$ cat config.mk
export PLATFORM = sky130hd
export DESIGN_NAME = modulo_matriz_varredura_flat
export DESIGN_NICKNAME = d
export VERILOG_FILES = /design/src/rtl/modulo_matriz_varredura_if.sv /design/src/rtl/modulo_matriz_varredura.sv /design/src/flat_wrapper.sv
export SDC_FILE = /design/constraint.sdc
export NUM_CORES = 1
export LEC_CHECK = 0
export CORE_ASPECT_RATIO = 1.75
export CORE_UTILIZATION = 61
export DETAILED_ROUTE_END_ITERATION = 8
export PLACE_DENSITY = 0.82
export SLEW_MARGIN = 20
export SYNTH_ARGS = -nofsm -noshare
export SYNTH_HDL_FRONTEND = slang
export SYNTH_SLANG_ARGS = --single-unit
$ cat constraint.sdc
create_clock -name clk -period 4.5 [get_ports clk]
set_input_delay 0.9 -clock clk [delete_from_list [all_inputs] [get_ports clk]]
set_output_delay 0.9 -clock clk [all_outputs]
set_load 0.005 [all_outputs]
$ cat src/rtl/modulo_matriz_varredura_if.sv
// modulo_matriz_varredura_if: write port and scan outputs of the row-scanned matrix.
interface modulo_matriz_varredura_if #(
    parameter int ROWS = 7,
    parameter int COLS = 5
);
    localparam int AW = $clog2(ROWS);
    logic            wr_en;
    logic [AW-1:0]   wr_row;
    logic [COLS-1:0] wr_data;
    logic [1:0]      mode;
    logic            scan_en;
    logic [ROWS-1:0] row_out;
    logic [COLS-1:0] col_out;
    logic [AW-1:0]   scan_row;
    logic            frame_done;
    logic            wr_err;
    modport master (
        output wr_en, wr_row, wr_data, mode, scan_en,
        input  row_out, col_out, scan_row, frame_done, wr_err
    );
    modport slave (
        input  wr_en, wr_row, wr_data, mode, scan_en,
        output row_out, col_out, scan_row, frame_done, wr_err
    );
endinterface

$ cat src/rtl/modulo_matriz_varredura.sv
// modulo_matriz_varredura: ROWS x COLS register matrix with editing writes
// and a dwell-timed one-hot row scanner.
module modulo_matriz_varredura #(
    parameter int ROWS  = 7,
    parameter int COLS  = 5,
    parameter int DWELL = 4
) (
    input logic clk,
    input logic clr,
    modulo_matriz_varredura_if.slave bus
);
    localparam int AW  = $clog2(ROWS);
    localparam int DCW = (DWELL > 1) ? $clog2(DWELL) : 1;

    typedef enum logic {IDLE, SCAN} state_t;

    state_t          state_q, state_d;
    logic [COLS-1:0] mem_q [ROWS];
    logic [COLS-1:0] mem_d [ROWS];
    logic [DCW-1:0]  dcnt_q, dcnt_d;
    logic [AW-1:0]   scan_row_q, scan_row_d, nrow;
    logic [ROWS-1:0] row_out_q, row_out_d;
    logic [COLS-1:0] col_out_q, col_out_d, cur;
    logic            frame_done_q, frame_done_d;
    logic            wr_err_q, wr_err_d;
    logic            wr_ok, last;

    always_comb begin
        wr_ok    = 32'(bus.wr_row) < ROWS;
        cur      = wr_ok ? mem_q[bus.wr_row] : '0;
        mem_d    = mem_q;
        wr_err_d = bus.wr_en && !wr_ok;
        if (bus.wr_en) begin
            if (bus.mode == 2'b11)
                mem_d = '{default: '0};
            else if (wr_ok)
                mem_d[bus.wr_row] = bus.mode == 2'b00 ? bus.wr_data :
                                    bus.mode == 2'b01 ? (cur << 1) | (cur >> (COLS - 1)) : '0;
        end
    end

    // Display data always comes from pre-edge storage, so writes show up one edge later.
    always_comb begin
        last         = dcnt_q == DCW'(DWELL - 1);
        nrow         = !last ? scan_row_q :
                       (scan_row_q == AW'(ROWS - 1)) ? '0 : scan_row_q + 1'b1;
        state_d      = bus.scan_en ? SCAN : IDLE;
        dcnt_d       = '0;
        scan_row_d   = '0;
        row_out_d    = '0;
        col_out_d    = '0;
        frame_done_d = 1'b0;
        if (bus.scan_en) begin
            if (state_q == IDLE) begin
                row_out_d = ROWS'(1);
                col_out_d = mem_q[0];
            end else begin
                dcnt_d       = last ? '0 : dcnt_q + 1'b1;
                scan_row_d   = nrow;
                row_out_d    = ROWS'(1) << nrow;
                col_out_d    = mem_q[nrow];
                frame_done_d = last && scan_row_q == AW'(ROWS - 1);
            end
        end
    end

    always_ff @(posedge clk or negedge clr) begin
        if (!clr) begin
            state_q      <= IDLE;
            mem_q        <= '{default: '0};
            dcnt_q       <= '0;
            scan_row_q   <= '0;
            row_out_q    <= '0;
            col_out_q    <= '0;
            frame_done_q <= 1'b0;
            wr_err_q     <= 1'b0;
        end else begin
            state_q      <= state_d;
            mem_q        <= mem_d;
            dcnt_q       <= dcnt_d;
            scan_row_q   <= scan_row_d;
            row_out_q    <= row_out_d;
            col_out_q    <= col_out_d;
            frame_done_q <= frame_done_d;
            wr_err_q     <= wr_err_d;
        end
    end

    assign bus.row_out    = row_out_q;
    assign bus.col_out    = col_out_q;
    assign bus.scan_row   = scan_row_q;
    assign bus.frame_done = frame_done_q;
    assign bus.wr_err     = wr_err_q;
endmodule
$ cat src/flat_wrapper.sv
// flat-port wrapper written by rule: the top's interface ports become plain ports
module modulo_matriz_varredura_flat 
#(
    parameter int ROWS  = 7,
    parameter int COLS  = 5,
    parameter int DWELL = 4
)
  (clk, clr, bus_wr_en, bus_wr_row, bus_wr_data, bus_mode, bus_scan_en, bus_row_out, bus_col_out, bus_scan_row, bus_frame_done, bus_wr_err);
  modulo_matriz_varredura_if #(.ROWS(ROWS), .COLS(COLS)) bus_i ();
  input logic clk;
  input logic clr;
  input wire logic [$bits(bus_i.wr_en)-1:0] bus_wr_en;
  input wire logic [$bits(bus_i.wr_row)-1:0] bus_wr_row;
  input wire logic [$bits(bus_i.wr_data)-1:0] bus_wr_data;
  input wire logic [$bits(bus_i.mode)-1:0] bus_mode;
  input wire logic [$bits(bus_i.scan_en)-1:0] bus_scan_en;
  output wire logic [$bits(bus_i.row_out)-1:0] bus_row_out;
  output wire logic [$bits(bus_i.col_out)-1:0] bus_col_out;
  output wire logic [$bits(bus_i.scan_row)-1:0] bus_scan_row;
  output wire logic [$bits(bus_i.frame_done)-1:0] bus_frame_done;
  output wire logic [$bits(bus_i.wr_err)-1:0] bus_wr_err;
  assign bus_i.wr_en = bus_wr_en;
  assign bus_i.wr_row = bus_wr_row;
  assign bus_i.wr_data = bus_wr_data;
  assign bus_i.mode = bus_mode;
  assign bus_i.scan_en = bus_scan_en;
  assign bus_row_out = bus_i.row_out;
  assign bus_col_out = bus_i.col_out;
  assign bus_scan_row = bus_i.scan_row;
  assign bus_frame_done = bus_i.frame_done;
  assign bus_wr_err = bus_i.wr_err;
  modulo_matriz_varredura #(.ROWS(ROWS), .COLS(COLS), .DWELL(DWELL)) u_core (.clk(clk), .clr(clr), .bus(bus_i));
endmodule
# Word-level counts from Yosys, hierarchy flattened
# Index checks and enable logic that the tools add are counted.
# totals
output_inout_bits	17
word_cells	63
regBits	55
# op_classes
n_reduce_logical	7
eq_ne	4
order_cmp	4
n_shift	1
addsub	2
bitwise_logic	3
n_mux	28
# op_table
operator	count
2-to-1 mux 35 bit	2
2-to-1 mux 5 bit	10
bitwise mux 35 bit	1
binary-select mux 5 bit (select 3 bit)	2
demux 5 bit (select 3 bit)	1
2-to-1 mux 7 bit	2
2-to-1 mux 3 bit	4
greater-or-equal comparator 4 bit (second input constant)	2
inverter 3 -> 4 bit	2
left shift 1 x 3 -> 7 bit (first input constant)	1
2-to-1 mux 2 bit	3
OR 5 x 1 -> 5 bit	1
equality test 2 bit (second input constant)	2
< comparator 4 x 1 -> 1 bit (second input constant)	1
adder 3 x 1 -> 3 bit (second input constant)	1
equality test 3 bit (second input constant)	1
logical AND 1 bit	3
< comparator 3 bit (second input constant)	1
2-to-1 mux 1 bit	3
adder 2 x 1 -> 2 bit (second input constant)	1
equality test 2 x 1 -> 1 bit (second input constant)	1
logical NOT 2 bit	1
AND reduction 2 bit	1
nonzero test 2 bit	1
logical NOT 1 bit	1

# Longest topological paths before layout
# Gate-level depths: netlist of the first run.
# logic_depth
ltp_word	11
ltp_mapped	8

# Worst setup path after synthesis of the first run
# OpenSTA, ideal clock, no wires.
# synth_timing
path_type	input -> register
start	input bus_wr_row[0]
end	register u_core.mem_q[19] (netlist bit)
setup_slack_ps	2388
arrival_time_ps	1986
stages	5
setup_ps	126
cell_sequence	buf_6 mux4_2 o211a_1 a21oi_4 o21ai_1
# synth_via
elab_chain_len	11
elab_cells_between_ends	19
classes_between	3 x order compare; 11 x mux; 2 x bitwise; 3 x reduce/logical
# synth_rtl
item	line	source
from (decl)	flat_wrapper.sv:13	input wire logic [$bits(bus_i.wr_row)-1:0] bus_wr_row;
inverter 3 -> 4 bit	modulo_matriz_varredura.sv:30, modulo_matriz_varredura.sv:38	
binary-select mux 5 bit (select 3 bit)	modulo_matriz_varredura.sv:30	cur = wr_ok ? mem_q[bus.wr_row] : '0;
2-to-1 mux 5 bit (not written as such) (2 in series)	modulo_matriz_varredura.sv:30	
2-to-1 mux 5 bit	modulo_matriz_varredura.sv:30	
OR 5 x 1 -> 5 bit	modulo_matriz_varredura.sv:38	bus.mode == 2'b01 ? (cur << 1) | (cur >> (COLS - 1)) : '0;
2-to-1 mux 5 bit	modulo_matriz_varredura.sv:38	
2-to-1 mux 5 bit	modulo_matriz_varredura.sv:37	mem_d[bus.wr_row] = bus.mode == 2'b00 ? bus.wr_data :
bitwise mux 35 bit	modulo_matriz_varredura.sv:37	
2-to-1 mux 35 bit	modulo_matriz_varredura.sv:36	else if (wr_ok)
2-to-1 mux 35 bit	modulo_matriz_varredura.sv:34	if (bus.mode == 2'b11)
to (signal assigned)	modulo_matriz_varredura.sv:79	mem_q <= mem_d;
to (decl)	modulo_matriz_varredura.sv:18	logic [COLS-1:0] mem_q [ROWS];
# Several ways; a longest one is shown, not always the timed one. The select of a mux whose other input is x is not followed.
# A chain may end at the register's enable or synchronous reset.

# Final worst setup path of the first run
# layout_timing
start	input bus_wr_row[1]
end	register u_core.mem_q[15] (netlist bit)
# Same word-level chain as after synthesis.

==> metrics.md, run 1 <==
| Metric | Value |
|---|---|
| Run status | completed |
| Routed Antenna Nets | 0 |
| Max Slew Vio Count | 0 |
| Lkg Pwr | about 1.4 nW |
| Combinational power share | between 10% and 20% |
| Mapped Area | between 0.003 and 0.004 sq mm |
| Setup violations, final | 0 |
| Detailed Routing Iterations Pass 1 | 6 |
| DRC Markers | 0 |
| GRT overflow | 0 |
| Top cell type's share of synthesized area | 45.9% |
| Max Root-Sink Buffers | 2 |
| I/O pins | 31 |
| Vias in the first global route | 2597 |
| Syn nets | around 340 |
| Post-CTS resize count | 0 |
| TNS Setup | 0 ns |
| Period minus WS final | around 3 ns |
| Layout area overhead | 11.9% |
| CTS tree | done |
| WL/cell | slightly above 20 um |
| Tot GR Track Use | 35.5% |
| Total wire length | around 8100 um |
| Period utilisation layout | roughly 68% |
| EDFF count, synth | 0 |
| Clk root buf | clkbuf_8 |
| Worst min path class | reg2reg |
| WS Path Type | in2reg |
| GPL Wtd Cong | 0.922 |
| Vias per cell | 6.74 |
| Power Density | ~280 mW/mm^2 |
| Post-layout net count | 360 |
| Clk slew on worst S/H paths | 0.10 ns |
| Total CTS buffers | 5 |
| Util after Layout | between 70% and 80% |
| Fin. Hold Viols | 0 |
| # rows | 33 |
| VDD IR-drop max | 216 uV |
| Area of the die | between 0.005 and 0.006 sq mm |
| Worst slew margin | 38.1% |
| RSZ-0062 raised after global routing | no |
| Worst EP required | about 4.7 ns |
| Pin count of the biggest net entering global routing | 56 |
| Dominant cells by area after synthesis | dfrtp_1 (46%), nand2_1 (7.8%), o21ai_1 (4.5%) |
| Worst Max-Slew Pin Slew | roughly 0.93 ns |
| Clk sinks | 55 |
| Htree depth | 2 |
| Chip width | around 55 um |
| Vert. Die Dim | around 95 um |
| Worst-path fanout max | 20 |
| Seq cells post-synth | 55 |
| Core area | ~0.0047 sq mm |
| Area leader, netlist | dfrtp_1 |
| Initial antenna violation count | 0 |
| Psw | 0.000249 W |
| Cts hold-fix bufs | 0 |
| Unique cell type count in the Yosys netlist | 51 |
| Clock Power Share | 31.1% |
| Reg power frac | 57.0% |
| DR vias | roughly 2700 |
| Mean Syn Cell Area | 9.26 sq um |
| Worst R2R Setup Slack | between 1.5 and 2 ns |
| Seq/Total Area, Yosys | about 46% |
| Peak Freq | 327 MHz |
| Top FF cell, synth | dfrtp_1 |
| FF-to-FF Start | u_core.dcnt_q[0]$_DFF_PN0_ |
| Most common cell after layout, fill and taps aside | nand2_1 |
| Total setup buffers inserted after CTS | 0 |
| Commonest non-fill, non-tap cells in the layout | nand2_1 (62), dfrtp_1 (55), clkdlybuf4s50_1 (29) |
| 1st-iter DRT viols | approximately 160 |
| CP endpoint kind | register |
| HPWL after DPL | ~5700 um |
| Starting Density | a little under two thirds |
| Clock Skews | 0.00812 ns |
| Sw Share | a little over a quarter |
| First-pass GRT wire length | 13000 um |
| Ant. Diodes | 0 |
| Worst Path Arrival | between 3 and 4 ns |
| Max Cap Viol | 0 |
| Port Buffers | 30 |
| Int Pwr | 0.000682 W |
| Critical Path Source | bus_wr_row[1] |
| Post-Synthesis Cells | around 320 |
| Hold Path Origin | u_core.dcnt_q[0]$_DFF_PN0_ |
| Asr flop ratio synth | between 90% and 100% |
| Synth Warn # | 0 |
| CP Launch Type | input port |
| Skew-Pair Late Insertion Delay | roughly 0.31 ns |
| Layout cells sized above 1 | under 10% |
cell type report:
type | instances | area (sq um)
Clock buffer | 7 | 86.3
Clock inverter | 1 | 8.76
Fill cell | 372 | 1350
Inverter | 2 | 7.51
Multi-Input combinational cell | 249 | 1500
Sequential cell | 55 | 1380
Tap cell | 52 | 65.1
Timing Repair Buffer | 32 | 310
path summary, 6_finish.rpt:
check	endpoint	cells after the start
worst max-delay path	u_core.mem_q[15]$_DFFE_PN0P_	6
worst min-delay path	u_core.dcnt_q[0]$_DFF_PN0_	1
worst max register to register	u_core.bus.col_out[4]$_DFF_PN0_	6
worst min register to register	u_core.dcnt_q[0]$_DFF_PN0_	1
max in group asynchronous	u_core.mem_q[8]$_DFFE_PN0P_	2
min in group asynchronous	u_core.bus.row_out[2]$_DFF_PN0_	2
sequential cells by signal, indices dropped and copies added, names as in the netlist:
signal / cells
u_core.mem_q: 35
u_core.bus.row_out: 7
u_core.bus.col_out: 5
u_core.bus.scan_row: 3
u_core.dcnt_q: 2
u_core.bus.frame_done: 1
u_core.bus.wr_err: 1
u_core.state_q: 1
cell families after synthesis:
family | synth area share [%]
and+or+nand+nor | 18.6
AOI/OAI and AO/OA | 25.2
DFF | 45.9
buffers and inverters | 4.04
muxes | 5.04
xor gates and xnor gates | 0.834
adders and majority gates | 0.417
cells in the mapped netlist (2+ instances only):
cell type	count
nand2_1	62
dfrtp_1	55
o21ai_1	27
nor2_1	23
o21ai_0	20
a21oi_1	16
buf_2	7
nor2b_1	7
nor3_1	7
o22ai_1	7
a31oi_1	6
buf_4	6
nand2b_1	6
nand3_1	6
a21o_1	5
mux2i_1	5
a211oi_1	4
a22o_1	4
mux4_2	4
a22oi_2	3
a2bb2oi_1	3
clkbuf_1	3
nor4_1	3
o21a_1	3
o221a_2	3
and2_1	2
buf_6	2
nand3b_1	2
per-layer routing:
metal,part of all wire (%),up-vias,track usage [%]
li1,-,1208,-
met1,36,1265,41.9
met2,51,172,57.0
met3,7.1,39,5.48
met4,6.1,0,23.3
met5,0,-,0
through the flow:
stage	total power (W)	area, sq um	instances	setup WS (ns)	hold WS, ns
after floorplan	0.000600	3000	324	2.39	0.415
after global placement	0.000646	3260	390	1.16	0.431
after detailed placement	0.000649	3260	390	1.12	0.440
after CTS	0.000931	3360	398	1.45	0.453
after global routing	0.000964	3360	398	1.27	0.475
final	0.000932	3360	398	1.44	0.447
critical path, stage by stage:
cell and delay (ns):
clkdlybuf4s50_1 1.07, mux4_2 0.60, nor2_1 0.10, a21oi_1 0.07, a22oi_2 0.34, o21ai_0 0.16
power by group through the flow:
| stage | Sequential, W | Combinational, W | Clock [W] |
|---|---|---|---|
| 6_report | 0.000531 | 0.000111 | 0.000290 |
| 2_1_floorplan | 0.000532 | 0.0000686 | 0 |
| 3_3_place_gp | 0.000538 | 0.000108 | 0 |
| 3_5_place_dp | 0.000539 | 0.000110 | 0 |
| 4_1_cts | 0.000529 | 0.000111 | 0.000291 |
| 5_1_grt | 0.000532 | 0.000122 | 0.000310 |
Note: power is estimated with default switching activity, not from simulation.
==> run 2: changes to the inputs <==
Settings changed: CORE_UTILIZATION 61 to 57, PLACE_DENSITY 0.82 to 0.77.
Clock period 4.5 ns to 3 ns, I/O delays scaled along.
==> metrics.md, run 2 (synthesized netlist as in run 1, its figures left out) <==
| Metric | Value |
|---|---|
| Crit-path slowest cell | clkdlybuf4s50_1 |
| Core area | 0.00502 sq mm (+6.6%) |
| Vias in the first global route | 2632 (+1.3%) |
| Clk sinks | 55 (unchanged) |
| DRC Markers | 8 (+8) |
| CTS tree | done |
| Top reg by flops | u_core.mem_q |
| RSZ-0062 raised after global routing | no |
| CP endpoint kind | register |
| R2R Path End | u_core.bus.col_out[1]$_DFF_PN0_ |
| WL/cell | 19.5 um (-4.7%) |
| Peak Freq | 419 MHz |
| Chip width | 56.9 um (+3.3%) |
| Largest register FFs | 35 (unchanged) |
| FF-to-FF Start | u_core.dcnt_q[0]$_DFF_PN0_ |
| HPWL after DPL | 6090 um (+6.7%) |
| TNS Setup | 0 ns (unchanged) |
| Initial antenna violation count | 0 (unchanged) |
| Bufs and invs on worst path | 1 (unchanged) |
| Clk slew on worst S/H paths | 0.09 ns (about the same) |
| Pin count of the biggest net entering global routing | 26 (-54%) |
| Routed Antenna Nets | 0 (unchanged) |
| I/O pins | 31 (unchanged) |
| 1st-iter DRT viols | 108 (-34%) |
| Run status | finished with violations |
| GPL Wtd Cong | 0.911 (-1.1%) |
| Max Root-Sink Buffers | 2 (unchanged) |
| WS Path Type | in2reg |
| Cts hold-fix bufs | 0 (unchanged) |
| Ant. Diodes | 0 (unchanged) |
| Commonest non-fill, non-tap cells in the layout | nand2_1 (62), dfrtp_1 (55), clkdlybuf4s50_1 (29) |
| CP Cell Sequence | clkdlybuf4s50_1 > mux4_2 > nor2_1 > a21oi_1 > a22oi_2 > o21ai_0 |
| Total wire length | 8050 um (-1.1%) |
| Worst Max-Slew Pin Slew | 0.668 ns (-0.258 ns) |
| Clk root buf | clkbuf_8 |
| Worst-path fanout max | 10 (-50%) |
| Worst path max stage delay | 0.79 ns (-0.28 ns) |
| Htree depth | 2 (unchanged) |
| Most common cell after layout, fill and taps aside | nand2_1 |
| VDD IR-drop max | 257 uV (+19%) |
| Layout cells sized above 1 | 11.4% (+3.0 points) |
| Worst slew margin | 55.3% (+17 points) |
| CP Launch Type | input port |
| Area of the die | 0.00557 sq mm (+6.8%) |
| Worst Path Arrival | 2.57 ns (-0.67 ns) |
| Util after Layout | 68.9% (-2.4 points) |
| Total setup buffers inserted after CTS | 0 (unchanged) |
| Detailed Routing Iterations Pass 1 | 7 (+1) |
| Tot GR Track Use | 31.5% (-4.1 points) |
| Starting Density | 59.8% (-4.0 points) |
| Worst reg-to-reg path cell count | 7 (+1) |
| Skew-Pair Late Insertion Delay | 0.31 ns (about the same) |
| GRT overflow | 0 (unchanged) |
| Family with the most delay on the worst path | buffers and inverters |
| Vert. Die Dim | 98.0 um (+3.4%) |
| Period minus WS final | roughly 2.4 ns |
| Period utilisation layout | 79.6% |
| Max Cap Viol | 0 (unchanged) |
| Vias per cell | 6.51 (-3.5%) |
| DR vias | 2688 (+0.15%) |
| First-pass GRT wire length | 13100 um (+1.3%) |
| # rows | 34 (+3.0%) |
| Setup violations, final | 0 (unchanged) |
| Layout area overhead | 15.3% |
| Clock Skews | 0.00319 ns (-0.00493 ns) |
| Post-layout net count | 373 (+3.6%) |
| Fin. Hold Viols | 0 (unchanged) |
| Total CTS buffers | 5 (unchanged) |
| Power Density | 398 mW/mm^2 (+43%) |
| Post-CTS resize count | 0 (unchanged) |
| Worst EP required | 3.18 ns (-1.51 ns) |
| Failing checks | design-rule violations |
| Worst min path class | in2async |
| Max Slew Vio Count | 0 (unchanged) |
| Critical Path Source | bus_wr_row[1] |
| Port Buffers | 30 (unchanged) |
| Worst R2R Setup Slack | 0.86 ns (-0.95 ns) |
| Lkg Pwr | 1.46 nW (+4.3%) |
run 2: cell types whose count changed in the layout (fill, tap and decap cells not counted), sizes merged:
cell,delta
inv,+1
clkinv,-1
buf,+13
run 2: per-layer routing:
metal  GRT usage (%)  wire, um  up-vias
met1            36.0      2920     1288
met5               0         0        -
met2            52.6      4120      124
li1                -         -     1234
met4            23.1       597        0
met3            4.50       408       42
run 2: worst max-delay path by stage:
stage / slack, ns / depth (start not counted) / end
global placement: 0.35 / 6 / u_core.mem_q[30]$_DFFE_PN0P_
floorplan: 1.19 / 5 / u_core.mem_q[19]$_DFFE_PN0P_
CTS: 0.63 / 6 / u_core.mem_q[15]$_DFFE_PN0P_
global route: 0.53 / 6 / u_core.mem_q[15]$_DFFE_PN0P_
detailed placement: 0.30 / 6 / u_core.mem_q[15]$_DFFE_PN0P_
finish: 0.61 / 6 / u_core.mem_q[15]$_DFFE_PN0P_
run 2: power breakdown:
group	leakage (nW)	total (W)	internal [W]	switching, W
logic	0.662	0.000176	0.0000751	0.000101
registers	0.756	0.000796	0.000767	0.0000295
clock network	0.0428	0.000404	0.000169	0.000235
total	1.46	0.00138	0.00101	0.000365
run 2: layout make-up:
| type | instances | area (sq um) |
|---|---|---|
| fill | 417 | 1560 |
| multi-input combinational | 249 | 1500 |
| sequential | 55 | 1380 |
| timing repair buffer | 45 | 420 |
| clock buffer | 7 | 76.3 |
| tap | 54 | 67.6 |
| clock inverter | 1 | 8.76 |
| inverter | 2 | 7.51 |
run 2: stage by stage:
stage               power [W]  cell area, sq um  instances  setup slack (ns)  hold WS (ns)
finish                0.00138              3460        413             0.612         0.216
global route          0.00144              3460        413             0.532         0.237
CTS                   0.00138              3460        413             0.628         0.225
detailed placement   0.000985              3380        405             0.305         0.454
global placement     0.000980              3380        405             0.346         0.428
floorplan            0.000900              3000        324              1.19         0.304
run 2: worst reg2reg max path: stages, from the launching register on:
cell and delay (ns):
dfrtp_1 0.40, ha_1 0.31, nor2_1 0.16, buf_4 0.21, a22o_1 0.14, a21oi_1 0.06
a211oi_1 0.51, o221a_2 0.29
